===== config.mk =====
export PLATFORM = sky130hd
export DESIGN_NAME = spi_cmd_regs
export DESIGN_NICKNAME = d
export VERILOG_FILES = /design/src/rtl/spi_cmd_regs.sv
export SDC_FILE = /design/constraint.sdc
export NUM_CORES = 1
export LEC_CHECK = 0
export ABC_AREA = 0
export CAP_MARGIN = 15
export CELL_PAD_IN_SITES_DETAIL_PLACEMENT = 2
export CELL_PAD_IN_SITES_GLOBAL_PLACEMENT = 2
export CORE_MARGIN = 2
export CORE_UTILIZATION = 26
export CTS_CLUSTER_DIAMETER = 40
export DETAILED_ROUTE_END_ITERATION = 16
export GPL_TIMING_DRIVEN = 1
export PLACE_DENSITY = 0.75
export SLEW_MARGIN = 25
export SYNTH_ARGS = -nofsm -noshare
export SYNTH_HDL_FRONTEND = slang
export SYNTH_SLANG_ARGS = --single-unit

===== constraint.sdc =====
create_clock -name clk -period 2.27 [get_ports clk]
set_input_delay 0.681 -clock clk [delete_from_list [all_inputs] [get_ports clk]]
set_output_delay 0.681 -clock clk [all_outputs]
set_load 0.1 [all_outputs]

===== src/rtl/spi_cmd_regs.sv =====
// Command decoder and register file behind the SPI slave.
// The first byte of a message is {rd_nwr, addr[6:0]}. Later bytes write the
// register file or stream it back, with the address auto-incrementing.
module spi_cmd_regs #(
    parameter int unsigned NREGS     = 8,
    parameter logic [7:0]  SYNC_BYTE = 8'hA5,
    parameter logic [7:0]  OOR_BYTE  = 8'hFF
) (
    input  logic                 clk,
    input  logic                 rst_n,
    input  logic                 msg_start,
    input  logic                 msg_end,
    input  logic                 rx_valid,
    input  logic [7:0]           rx_data,
    output logic [7:0]           tx_data,
    output logic [NREGS*8-1:0]   regs_flat,
    output logic                 wr_strobe,
    output logic [6:0]           wr_addr,
    output logic                 rd_strobe,
    output logic                 err
);

    localparam int unsigned AW = 7;
    localparam int unsigned DW = 8;

    typedef enum logic [1:0] {
        ST_IDLE = 2'd0,
        ST_CMD  = 2'd1,
        ST_WR   = 2'd2,
        ST_RD   = 2'd3
    } state_t;

    state_t          state_q, state_d;
    logic [AW-1:0]   addr_q, addr_d;
    logic [DW-1:0]   regs_q [NREGS];
    logic [DW-1:0]   regs_d [NREGS];
    logic [DW-1:0]   tx_q, tx_d;
    logic            wr_strobe_q, wr_strobe_d;
    logic [AW-1:0]   wr_addr_q, wr_addr_d;
    logic            rd_strobe_q, rd_strobe_d;
    logic            err_q, err_d;

    logic [AW-1:0]   rd_addr_c;
    logic [DW-1:0]   rd_byte_c;

    // Address lies inside the register file (addresses are 7-bit, NREGS <= 128).
    function automatic logic in_range(input logic [AW-1:0] a);
        return (8'(a) < 8'(NREGS));
    endfunction

    // Address whose contents will be presented next: the command address, or the
    // one after the current address while streaming a read.
    always_comb begin
        rd_addr_c = addr_q + 7'd1;
        if (state_q == ST_CMD) begin
            rd_addr_c = rx_data[6:0];
        end
    end

    // Register file read mux; out-of-range addresses read as OOR_BYTE.
    always_comb begin
        rd_byte_c = OOR_BYTE;
        for (int unsigned i = 0; i < NREGS; i++) begin
            if (rd_addr_c == 7'(i)) begin
                rd_byte_c = regs_q[i];
            end
        end
    end

    // Next-state and output logic; events ranked msg_start > msg_end > rx_valid.
    always_comb begin
        state_d     = state_q;
        addr_d      = addr_q;
        regs_d      = regs_q;
        tx_d        = tx_q;
        wr_strobe_d = 1'b0;
        wr_addr_d   = wr_addr_q;
        rd_strobe_d = 1'b0;
        err_d       = err_q;

        if (msg_start) begin
            state_d = ST_CMD;
            tx_d    = SYNC_BYTE;
            err_d   = 1'b0;
        end else if (msg_end) begin
            state_d = ST_IDLE;
            tx_d    = SYNC_BYTE;
        end else if (rx_valid) begin
            case (state_q)
                ST_CMD: begin
                    addr_d = rx_data[6:0];
                    if (rx_data[7]) begin
                        state_d = ST_RD;
                        tx_d    = rd_byte_c;
                        if (!in_range(rx_data[6:0])) begin
                            err_d = 1'b1;
                        end
                    end else begin
                        state_d = ST_WR;
                        tx_d    = 8'h00;
                    end
                end
                ST_WR: begin
                    if (in_range(addr_q)) begin
                        for (int unsigned i = 0; i < NREGS; i++) begin
                            if (addr_q == 7'(i)) begin
                                regs_d[i] = rx_data;
                            end
                        end
                        wr_strobe_d = 1'b1;
                        wr_addr_d   = addr_q;
                    end else begin
                        err_d = 1'b1;
                    end
                    addr_d = addr_q + 7'd1;
                    tx_d   = 8'h00;
                end
                ST_RD: begin
                    rd_strobe_d = 1'b1;
                    addr_d      = rd_addr_c;
                    tx_d        = rd_byte_c;
                    if (!in_range(rd_addr_c)) begin
                        err_d = 1'b1;
                    end
                end
                default: begin
                    state_d = state_q;
                end
            endcase
        end
    end

    // State and output registers with synchronous active-low reset.
    always_ff @(posedge clk) begin
        if (!rst_n) begin
            state_q     <= ST_IDLE;
            addr_q      <= '0;
            for (int unsigned i = 0; i < NREGS; i++) begin
                regs_q[i] <= '0;
            end
            tx_q        <= SYNC_BYTE;
            wr_strobe_q <= 1'b0;
            wr_addr_q   <= '0;
            rd_strobe_q <= 1'b0;
            err_q       <= 1'b0;
        end else begin
            state_q     <= state_d;
            addr_q      <= addr_d;
            regs_q      <= regs_d;
            tx_q        <= tx_d;
            wr_strobe_q <= wr_strobe_d;
            wr_addr_q   <= wr_addr_d;
            rd_strobe_q <= rd_strobe_d;
            err_q       <= err_d;
        end
    end

    // Flatten the register file onto the bus-side port.
    for (genvar g = 0; g < NREGS; g++) begin : g_flat
        assign regs_flat[g*8 +: 8] = regs_q[g];
    end

    assign tx_data   = tx_q;
    assign wr_strobe = wr_strobe_q;
    assign wr_addr   = wr_addr_q;
    assign rd_strobe = rd_strobe_q;
    assign err       = err_q;

endmodule


; Word level (Yosys, flattened, before mapping)
; Cells that the tools add are included.
[word_totals]
latch_bits = 0
in_bits = 13
mem_count = 0
output_inout_bits = 82
ram_bits = 0
word_cells = 93
romBits = 0
reg_bits = 91
[op_classes]
n_eq_ne = 21
add_sub_neg = 1
bitwise_logic = 5
shifts = 0
mux = 24
order_cmp = 3
reduce_logical = 23
mul = 0
n_div = 0
[op_table]
columns = cell, count
row1 = $mux 8, 9
row2 = $eq 7x3->1 const B, 8
row3 = $reduce_and 6->1, 8
row4 = $eq 7x2->1 const B, 4
row5 = $pmux 8 s3, 1
row6 = $lt 7x4->1 const B, 3
row7 = $pmux 7 s3, 1
row8 = $eq 7x1->1 const B, 2
row9 = $logic_not 7->1, 2
row10 = $mux 1, 11
row11 = $reduce_bool 3->1, 3
row12 = $ne 2x2->1 const B, 4
row13 = $add 7x1->7 const B, 1
row14 = $mux 7, 1
row15 = $reduce_and 7->1, 1
row16 = $reduce_and 2->1, 3
row17 = $not 1->1, 5
row18 = $reduce_and 5->1, 1
row19 = $reduce_or 5->1, 1
row20 = $eq 2x2->1 const B, 2
row21 = $reduce_and 4->1, 1
row22 = $reduce_or 4->1, 1
row23 = $pmux 1 s3, 1
row24 = $reduce_or 3->1, 1
row25 = other kinds (2), 2

; Depth between registers and ports, before layout
[depth]
word_depth = 13
depth_mapped = 11
mapped_depth_nobuf = 9

; Least setup slack after synthesis
; No wires, ideal clock.
[synth_path]
path_kind = reg2reg
start = register addr_q[1]
end = register tx_q[4] (netlist: tx_data[4])
required_ns = 2.158
synth_period_minus_slack_ns = 2.428
path_slack_ns = -0.158
path_stages_with_launch = 11
setup_time_ns = 0.112
arrival_ns = 2.316
n_path_buf = 2
path_cell_list = dfxtp_1 -> ha_1 -> buf_2 -> and3_1 -> mux2_2 -> a211oi_2 -> buf_2 -> a211o_1 -> or3_1 -> a31oi_1 -> a2111oi_1
[synth_via]
elab_chain_len = 13
elab_cells_between_ends = 20
classes_between = add/sub (1) / eq/ne (7) / mux (11) / reduce/logical (1)
[synth_lines]
columns = item, line_no
row1 = start: declaration, 34  ; logic [AW-1:0] addr_q, addr_d;
row2 = start signal: assignment, 148  ; addr_q <= addr_d;
row3 = $add 7x1->7 *, 54  ; rd_addr_c = addr_q + 7'd1;
row4 = $mux 7 *, 55  ; if (state_q == ST_CMD) begin
row5 = $logic_not 7->1, 64  ; if (rd_addr_c == 7'(i)) begin
row6 = $mux 8 (7 in series), 64
row7 = $mux 8 *, 64
row8 = $mux 8, 92  ; if (rx_data[7]) begin
row9 = $pmux 8 s3 *, 89  ; case (state_q)
row10 = end signal: assignment, 150  ; tx_q <= tx_d;
row11 = end: declaration, 37  ; logic [DW-1:0] tx_q, tx_d;
; Mark *: on every way between the ends. The rest lies on a longest branch, timed or not.
; A chain may end at the register's enable or synchronous reset.

; Final worst setup path
[layout_path]
start = register addr_q[0]
end = register tx_q[3] (netlist: tx_data[3])
; The elaborated chain is that of the path after synthesis.

==> impl_metrics.env <==
export IMPL_cp_start_kind="flop"
export IMPL_comb_power_share_pct=14.4
export IMPL_critPathTopFamily="compound AO/OA/AOI/OAI gates"
export IMPL_seqPwrFrac_pct=42.5
export IMPL_grtUsageTotal_pct=25.42
export IMPL_grt_overflow_total=0
export IMPL_cts_hold_fix_buffers=0
export IMPL_clockBufferDepth=2
export IMPL_yosys_warnings=0
export IMPL_outcome="complete, but fails checks"
export IMPL_grt_max_degree=47
export IMPL_portBuffers=94
export IMPL_violations="negative setup slack"
export IMPL_path_cells="buf_8 -> a31oi_4 -> buf_4 -> o211ai_1 -> a21oi_1 -> buf_4 -> buf_12 -> a32o_1 -> or3_4 -> a31oi_4 -> a2111oi_4"
export IMPL_drive_gt1_share_pct=36.82
export IMPL_grt_pass1_vias=5848
export IMPL_crit_required_ns=2.51
export IMPL_syn_inst=600
export IMPL_switchingPower_uw=1027
export IMPL_dp_hpwl_um=16250
export IMPL_synth_most_common_cell="nand2_1"
export IMPL_fin_ws_ns=-0.2339
export IMPL_cts_htree_levels=3
export IMPL_syn_nets=617
export IMPL_maxCapViolCount=0
export IMPL_synth_area_leader_cell="dfxtp_1"
export IMPL_crit_slowest_cell="dfxtp_4"
export IMPL_numCtsBuffers=9
export IMPL_antenna_found_initial=1
export IMPL_switching_share_pct=27.17
export IMPL_hold_viol_final=0
export IMPL_drtPass1Iterations=5
export IMPL_viasPerCell=5.379
export IMPL_finalPower_uw=3782
export IMPL_slew_headroom_pct=67.66
export IMPL_ioPinCount=95
export IMPL_n_antenna_cell=0
export IMPL_finalMaxSlewViolations=0
export IMPL_rows=47
export IMPL_dieHeight_um=134.8
export IMPL_core_um2=16640
export IMPL_slowest_delay_ns=0.40
export IMPL_clock_latency_ns=0.37
export IMPL_worstSetupPathType="flop to flop"
export IMPL_drt_iter0_drc=362
export IMPL_yosysSeqAreaShare_pct=40.97
export IMPL_areaGrowthSynthToFinish_pct=62.92
export IMPL_ir_worst_vdd_uv=382.8
export IMPL_die_w_um=134.8
export IMPL_root_buffer="clkbuf_16"
export IMPL_clkPwrFrac_pct=43.1
export IMPL_hp_class="flop to flop"
export IMPL_final_area_um2=7244
export IMPL_grt_pass1_wl_um=34860
export IMPL_cts_tree="built"
export IMPL_endpoint_kind="flop"
export IMPL_hold_ws_ns=0.4834
export IMPL_ys_types=56
export IMPL_crit_buf_inv=4
export IMPL_ys_flop_type="dfxtp_1"
export IMPL_postSynth_asyncResetShare_pct=0
export IMPL_cp_max_fo=6
export IMPL_wl_per_cell_um=24.63
export IMPL_yosys_register_bits=91
export IMPL_gp_congestion=0.8990
export IMPL_clk_pin_slew_ns=0.07
export IMPL_final_nets=797
export IMPL_setup_viol=4
export IMPL_synth_area_leaders="dfxtp_1 41%, nand2_1 16%, a21oi_1 9.7%"
export IMPL_synthTopCellsByCount="193 x nand2_1, 91 x dfxtp_1, 86 x a21oi_1"
export IMPL_dieArea_um2=18170
export IMPL_synth_edf_count=0
export IMPL_drc_errors=0
export IMPL_ant_nets=0
export IMPL_period_needed_ns=2.504
export IMPL_worstPathArrival_ns=2.74
export IMPL_fmax_mhz=399.4
export IMPL_p_per_area_nw_per_um2=522.0
export IMPL_dr_total_vias=5406
export IMPL_syn_area_um2=4447
export IMPL_leakagePower_uw=0.002752
export IMPL_fillCellCount=1825
export IMPL_rsz0062_at_grt="yes"
export IMPL_postSynthAreaPerCell_um2=7.411
export IMPL_drt_wl_total_um=24760
export IMPL_place_area_um2=6351
export IMPL_p_int_uw=2754
export IMPL_start_util_pct=26.72
export IMPL_worstMarginPinSlew_ns=0.4819
export IMPL_clock_sinks=91
export IMPL_finClkSkew_ns=0.009480
export IMPL_synth_top_area_share_pct=40.97
export IMPL_min_period_over_period_pct=110.3
[layer usage]
| layer | up-vias | track usage [%] | wire [um] |
|---|---|---|---|
| li1 | 2437 | - | - |
| met1 | 2751 | 31.29 | 10280 |
| met2 | 160 | 43.60 | 12490 |
| met3 | 56 | 5.180 | 1073 |
| met4 | 2 | 9.825 | 902 |
| met5 | - | 0 | 11 |
[final timing paths]
kind         startpoint    endpoint  slack (ns)  cells past startpoint
max           addr_q[0]  tx_data[3]       -0.23                     11
min reg2reg  wr_addr[1]  wr_addr[1]        0.48                      2
max reg2reg   addr_q[0]  tx_data[3]       -0.23                     11
min          wr_addr[1]  wr_addr[1]        0.48                      2
[per-stage QoR]
step	TNS, ns	cells	setup WS, ns	utilization, %
floorplan	0	600	0.01419	-
global placement	-15.45	975	-0.5094	38.16
detailed placement	-21.77	975	-0.6341	38.16
CTS	-0.3001	995	-0.08776	41.20
global route	-1.290	1005	-0.3167	43.53
finish	-0.7412	1005	-0.2339	43.53
[tightest hold or removal path: stages (launching register included)]
cell,delay [ns]
dfxtp_1,0.32
nand2_1,0.06
a21oi_1,0.05
[what timing repair did]
action,4_1_cts,5_1_grt
setup buffers,3,9
pin swaps,14,13
resized for setup,42,61
endpoints found under the hold margin,0,0
cloned,1,1
setup endpoints to repair,55,56
[flip-flops by register name, indices dropped and copies added, names as in the netlist]
name and flops:
wr_strobe 1, regs_flat 64, wr_addr 7, state_q 2
addr_q 7, tx_data 8, rd_strobe 1, err 1
[cell type report]
cell class | count | area (um^2) | area share [%]
Clock buffer | 11 | 252.7 | 3.489
Clock inverter | 5 | 60.06 | 0.8290
Inverter | 9 | 41.29 | 0.5699
Multi-Input combinational cell | 459 | 2848 | 39.31
Sequential cell | 91 | 1833 | 25.30
Tap cell | 220 | 275.3 | 3.800
Timing Repair Buffer | 210 | 1934 | 26.70
[layout by cell type, fill, tap and decap left out, types with 6 or more instances in the layout]
| cell | count |
|---|---|
| buf_6 | 8 |
| o21ai_1 | 6 |
| dfxtp_1 | 86 |
| clkdlybuf4s50_1 | 7 |
| buf_4 | 166 |
| buf_12 | 22 |
| nand3_1 | 10 |
| o21ai_0 | 8 |
| and3_1 | 7 |
| clkbuf_16 | 10 |
| or3_4 | 7 |
| mux2i_1 | 7 |
| a31oi_1 | 6 |
| nor2_1 | 25 |
| nand2_1 | 190 |
| a21oi_1 | 81 |
[power groups by stage]
stage	Combinational, uW	Sequential [uW]	Clock [uW]
after floorplan	192	1650	0
after global placement	409	1640	0
after detailed placement	426	1640	0
after CTS	453	1610	1660
after global routing	570	1610	1720
final	544	1610	1630
[cells by family after synthesis]
logic type	synth area share [%]
multiplexers	4.192
XOR/XNOR	0.1970
adder cells (fa/ha/maj)	1.126
flip-flops	40.97
buffers and inverters	4.952
AND/OR/NAND/NOR	27.88
AO/OA/AOI/OAI	20.68
Note: power is estimated with default switching activity, not from simulation.
